`src/rtl/vjtag_arb_pkg.sv`:
```
// Shared types and constants for the two-requester VJTAG bus arbiter.
// Grant is one-hot so bit 1 doubles as "requester 1 owns the bus".
package vjtag_arb_pkg;

  typedef enum logic [1:0] {
    IDLE,
    WRITE,
    RD_REQ,
    RD_RSP
  } state_t;

  localparam logic [1:0] GNT_NONE = 2'b00;
  localparam logic [1:0] GNT_M0   = 2'b01;
  localparam logic [1:0] GNT_M1   = 2'b10;

  // Wide enough for any data bus we expect; callers cast down to DW.
  localparam int MAX_DW = 64;

  function automatic logic [MAX_DW-1:0] timeout_data();
    return '1;
  endfunction

endpackage

```
`src/rtl/vjtag_rr_pick2.sv`:
```
// Two-way round-robin picker: on contention the requester that was not
// granted last wins; a lone requester always wins.
module vjtag_rr_pick2
  import vjtag_arb_pkg::*;
(
  input  logic [1:0] req,
  input  logic       last,
  output logic [1:0] pick
);

  always_comb begin
    // NOTE: every output gets a default first, so no path can infer a latch.
    pick = GNT_NONE;
    if (req == 2'b11) pick = last ? GNT_M0 : GNT_M1;
    else              pick = req;
  end

endmodule

```
`src/rtl/vjtag_bus_arb.sv`:
```
// Round-robin arbiter sharing one bus slave between the VJTAG host (m0) and a
// second master (m1), with read-response routing and a response timeout.
module vjtag_bus_arb
  import vjtag_arb_pkg::*;
#(
  parameter int AW          = 8,
  parameter int DW          = 8,
  parameter int RSP_TIMEOUT = 256
) (
  input  logic          clk,
  input  logic          rst,
  input  logic [AW-1:0] m0_address,
  input  logic          m0_wvalid,
  input  logic [DW-1:0] m0_wdata,
  output logic          m0_wready,
  input  logic          m0_rvalid,
  output logic          m0_rready,
  output logic          m0_rrvalid,
  output logic [DW-1:0] m0_rdata,
  input  logic [AW-1:0] m1_address,
  input  logic          m1_wvalid,
  input  logic [DW-1:0] m1_wdata,
  output logic          m1_wready,
  input  logic          m1_rvalid,
  output logic          m1_rready,
  output logic          m1_rrvalid,
  output logic [DW-1:0] m1_rdata,
  output logic [AW-1:0] s_address,
  output logic          s_wvalid,
  output logic [DW-1:0] s_wdata,
  input  logic          s_wready,
  output logic          s_rvalid,
  input  logic          s_rready,
  input  logic          s_rrvalid,
  input  logic [DW-1:0] s_rdata,
  output logic [1:0]    grant,
  output logic          timeout_err
);

  localparam int TW = $clog2(RSP_TIMEOUT + 1);
  localparam int CW = (TW > 0) ? TW : 1;
  localparam logic [CW-1:0] TO_LAST = CW'((RSP_TIMEOUT > 0) ? RSP_TIMEOUT - 1 : 0);
  localparam logic [DW-1:0] TO_DATA = DW'(timeout_data());

  state_t        state;
  logic          last;
  logic [CW-1:0] cnt;
  logic [1:0]    req;
  logic [1:0]    pick;
  logic          pick_wr;
  logic          timed_out;
  logic          rsp_fire;
  logic [DW-1:0] rsp_data;

  assign req     = {m1_wvalid | m1_rvalid, m0_wvalid | m0_rvalid};
  // A requester asserting both channels gets its write served first.
  assign pick_wr = pick[1] ? m1_wvalid : m0_wvalid;

  vjtag_rr_pick2 u_pick (
    .req  (req),
    .last (last),
    .pick (pick)
  );

  always_comb begin
    s_address = '0;
    s_wdata   = '0;
    s_wvalid  = 1'b0;
    s_rvalid  = 1'b0;
    if (state == WRITE || state == RD_REQ) begin
      s_address = grant[1] ? m1_address : m0_address;
      s_wdata   = grant[1] ? m1_wdata   : m0_wdata;
      s_wvalid  = (state == WRITE)  && (grant[1] ? m1_wvalid : m0_wvalid);
      s_rvalid  = (state == RD_REQ) && (grant[1] ? m1_rvalid : m0_rvalid);
    end
  end

  assign m0_wready = (state == WRITE)  && grant[0] && s_wready;
  assign m1_wready = (state == WRITE)  && grant[1] && s_wready;
  assign m0_rready = (state == RD_REQ) && grant[0] && s_rready;
  assign m1_rready = (state == RD_REQ) && grant[1] && s_rready;

  // A real response on the final wait cycle beats the timeout.
  assign timed_out = (RSP_TIMEOUT > 0) && (state == RD_RSP) && (cnt == TO_LAST) && !s_rrvalid;
  assign rsp_fire  = (state == RD_RSP) && (s_rrvalid || timed_out);
  assign rsp_data  = s_rrvalid ? s_rdata : TO_DATA;

  assign m0_rrvalid  = rsp_fire && grant[0];
  assign m1_rrvalid  = rsp_fire && grant[1];
  assign m0_rdata    = m0_rrvalid ? rsp_data : '0;
  assign m1_rdata    = m1_rrvalid ? rsp_data : '0;
  assign timeout_err = timed_out;

  always_ff @(posedge clk or posedge rst) begin
    if (rst) begin
      state <= IDLE;
      grant <= GNT_NONE;
      last  <= 1'b1;
      cnt   <= '0;
    end else begin
      // NOTE: non-blocking assignments only, so every branch sees pre-edge state.
      case (state)
        IDLE: begin
          if (|req) begin
            grant <= pick;
            state <= pick_wr ? WRITE : RD_REQ;
          end
        end
        WRITE: begin
          if (s_wvalid && s_wready) begin
            last  <= grant[1];
            grant <= GNT_NONE;
            state <= IDLE;
          end
        end
        RD_REQ: begin
          if (s_rvalid && s_rready) begin
            cnt   <= '0;
            state <= RD_RSP;
          end
        end
        RD_RSP: begin
          if (rsp_fire) begin
            last  <= grant[1];
            grant <= GNT_NONE;
            state <= IDLE;
          end else if (cnt != '1) begin
            cnt <= cnt + CW'(1);
          end
        end
        default: state <= IDLE;
      endcase
    end
  end

endmodule

```
`config.mk`:
```
export PLATFORM = sky130hd
export DESIGN_NAME = vjtag_bus_arb
export DESIGN_NICKNAME = d
export VERILOG_FILES = /design/src/rtl/vjtag_arb_pkg.sv /design/src/rtl/vjtag_rr_pick2.sv /design/src/rtl/vjtag_bus_arb.sv
export SDC_FILE = /design/constraint.sdc
export NUM_CORES = 1
export LEC_CHECK = 0
export CAP_MARGIN = 20
export CORE_ASPECT_RATIO = 1.75
export CORE_MARGIN = 8
export CORE_UTILIZATION = 41
export CTS_BUF_LIST = sky130_fd_sc_hd__clkbuf_8
export DETAILED_ROUTE_END_ITERATION = 16
export GPL_TIMING_DRIVEN = 0
export PLACE_DENSITY = 0.92
export REMOVE_ABC_BUFFERS = 1
export SLEW_MARGIN = 15
export SYNTH_ARGS = -nofsm -noshare
export SYNTH_HDL_FRONTEND = slang
export SYNTH_HIERARCHICAL = 1
export SYNTH_SLANG_ARGS = --single-unit
```
`constraint.sdc`:
```
create_clock -name clk -period 6.3 [get_ports clk]
set_clock_uncertainty 0.15 [all_clocks]
set_input_delay 1.26 -clock clk [delete_from_list [all_inputs] [get_ports clk]]
set_output_delay 1.26 -clock clk [all_outputs]
set_load 0.02 [all_outputs]
```
==> impl_metrics.json <==
{
  "r2r_end": "cnt[3]",
  "cts_resized": 0,
  "yosysUniqueCellTypes": 37,
  "layout_common_cells": "clkdlybuf4s50_1 (91), nor2b_1 (24), mux2i_1 (17), nor2_1 (17), dfrtp_1 (13)",
  "io_pins": 92,
  "numPortBuffers": 91,
  "ys_seq_area_share_pct": 23.8,
  "final_common_cell": "clkdlybuf4s50_1",
  "cts_tree": "done",
  "cp-endpoint": "m1_rdata[7]",
  "grt.total_usage_pct": 17.4,
  "start_util_pct": 41.9,
  "cts_setup_buffers": 0,
  "num_rows": 29,
  "area_growth_syn_to_layout_pct": 66.9,
  "path_max_fanout": 12,
  "grt_antenna_before_repair": 0,
  "ant_nets": 0,
  "required_ns": 4.89,
  "grt_pass1_vias": 1824,
  "grt-ovfl-total": 0,
  "die_w_um": 61.3,
  "drc": 0,
  "clock_sinks": 14,
  "rsz0062_at_grt": "no",
  "setup_viol": 0,
  "synthArstFlopShare_pct": 100,
  "swShare_pct": 44.8,
  "wl_per_cell_um": 15.6,
  "p_switching_mw": 0.414,
  "pwr-share-seq_pct": 19.0,
  "synth-edff-count": 0,
  "arrival_ns": 3.26,
  "drt-vias-per-instance": 5.22,
  "startpoint_type": "input port",
  "wirelength_um": 4810,
  "coreArea_sq_um": 3520,
  "period_share_pct": 74.2,
  "drive_gt1_share_pct": 8.40,
  "syn_area_sq_um": 1480,
  "gp_congestion": 0.805,
  "fin_ws_ns": 1.63,
  "p_leak_nw": 1.08,
  "h-tree-depth": 1,
  "rr_startpoint": "cnt[0]",
  "ys.flop_type": "dfrtp_1",
  "clkLatencyLatePin_ns": 0.25,
  "cp-startpoint": "s_rrvalid",
  "dp_hpwl_um": 4030,
  "clk_pin_slew_ns": 0.06,
  "slew_headroom_pct": 29.7,
  "drtIter0Drc": 37,
  "hold_buffers": 0,
  "powerDensity_nw_per_um2": 375,
  "final_nets": 320,
  "ys.warnings.count": 6,
  "cp-end-kind": "output pin",
  "clockBufferDepth": 2,
  "r2r_slack_ns": 3.56,
  "regArea_sq_um": 352,
  "clkPwrFrac_pct": 9.9,
  "die_area_sq_um": 5850,
  "internal_power_mw": 0.510,
  "first_pass_iters": 4,
  "groute.layer.met2.usage_pct": 31.0,
  "tns_ns": 0,
  "multi_input_area_sq_um": 1050,
  "hold_ws_ns": 0.367,
  "p_comb_share_pct": 71.1,
  "reg2regPathDepth": 8,
  "period_needed_ns": 4.67,
  "grt_pass1_wl_um": 7980,
  "numCtsBuffers": 3,
  "syn_avg_cell_area_sq_um": 8.48,
  "grt_use_met1_pct": 17.4,
  "vdd.ir_drop.worst_mv": 0.259,
  "use_met3_pct": 5.95,
  "slew_viol_final": 0,
  "dp_slack_ns": 1.61,
  "max-cap-violations": 0,
  "synth_seq_cells": 14,
  "vias": 1609,
  "antenna_cells": 0,
  "grt_max_degree": 25,
  "hold_viol_final": 0,
  "tightest_slew_ns": 1.05,
  "synthesis.instances": 174,
  "min_path_type": "flop to flop",
  "crit_type": "input port to output pin",
  "root_buffer": "clkbuf_8",
  "die-height_um": 95.4,
  "top_usage_layer": "met2",
  "status": "finished clean",
  "clock.fmax_mhz": 214,
  "n_fill_cell": 294
}
-- Yosys cell counts (all sizes together), types with 2 or more instances --
| cell | number | area [sq um] |
|---|---|---|
| a21boi | 2 | 15.0 |
| a21oi | 3 | 15.0 |
| a31o | 2 | 17.5 |
| and3 | 8 | 50.1 |
| buf | 3 | 21.3 |
| clkbuf | 4 | 15.0 |
| dfrtp | 13 | 325 |
| ha | 8 | 100 |
| inv | 10 | 37.5 |
| mux2 | 7 | 82.6 |
| mux2i | 17 | 170 |
| nand2 | 7 | 26.3 |
| nand2b | 3 | 18.8 |
| nand3 | 9 | 45.0 |
| nand4 | 2 | 12.5 |
| nor2 | 17 | 63.8 |
| nor2b | 24 | 150 |
| nor3b | 2 | 15.0 |
| o21a | 2 | 15.0 |
| o21ai | 10 | 50.1 |
| o311ai | 2 | 52.6 |
| o31ai | 5 | 37.5 |
| or2 | 4 | 27.5 |
-- logic make-up (layout without fill, tap and decap cells) --
family          count (synthesis)  count (layout)  synth area share (%)
compound gates                 29              29                  16.3
flops                          14              14                  23.8
simple gates                   82              82                  31.0
fa+ha+maj                       8               8                  6.79
mux                            24              24                  17.1
buf+inv                        17             105                  5.00
-- power by group through the flow --
| stage | Clock, mW | Combinational (mW) | Sequential, mW |
|---|---|---|---|
| after global routing | 0.0939 | 0.714 | 0.184 |
| after global placement | 0 | 0.651 | 0.175 |
| after CTS | 0.0910 | 0.665 | 0.176 |
| final | 0.0913 | 0.657 | 0.176 |
| after floorplan | 0 | 0.399 | 0.170 |
| after detailed placement | 0 | 0.660 | 0.178 |
-- layout make-up --
class | count | share of cell area (%)
multi-input combinational | 143 | 42.6
timing repair buffer | 91 | 37.0
sequential | 14 | 14.3
tap | 46 | 2.34
clock buffer | 4 | 2.24
inverter | 10 | 1.52
-- per-stage QoR --
step / cell area, sq um / power [mW] / instances / utilization (%)
CTS: 2460 / 0.931 / 308 / 70.0
floorplan: 1440 / 0.568 / 167 / -
finish: 2460 / 0.924 / 308 / 70.0
global route: 2460 / 0.992 / 308 / 70.0
detailed placement: 2410 / 0.838 / 304 / 68.4
global placement: 2410 / 0.826 / 304 / 68.4
-- how the worst min path moves through the flow --
stage | from | endpoint | slack [ns] | cells after the start
3_5_place_dp | cnt[6] | cnt[6] | 0.36 | 1
3_3_place_gp | cnt[6] | cnt[6] | 0.35 | 1
2_1_floorplan | cnt[6] | cnt[6] | 0.33 | 1
4_1_cts | cnt[6] | cnt[6] | 0.36 | 1
6_report | cnt[6] | cnt[6] | 0.37 | 1
5_1_grt | cnt[6] | cnt[6] | 0.40 | 1
-- registers in the layout, summed over array words and instances (netlist names) --
signal,count
last,1
grant,2
state,2
cnt,9
-- metal layers --
metal	vias up	share of wire [%]
li1	788	-
met1	729	34
met2	79	53
met3	13	9.9
met4	0	2.7
met5	-	0
-- critical path: stages --
cell             delay, ns
clkdlybuf4s50_1       0.69
or2_2                 0.19
nand3_1               0.26
nor2_1                0.23
clkdlybuf4s50_1       0.64
(Power assumes the default switching activity.)
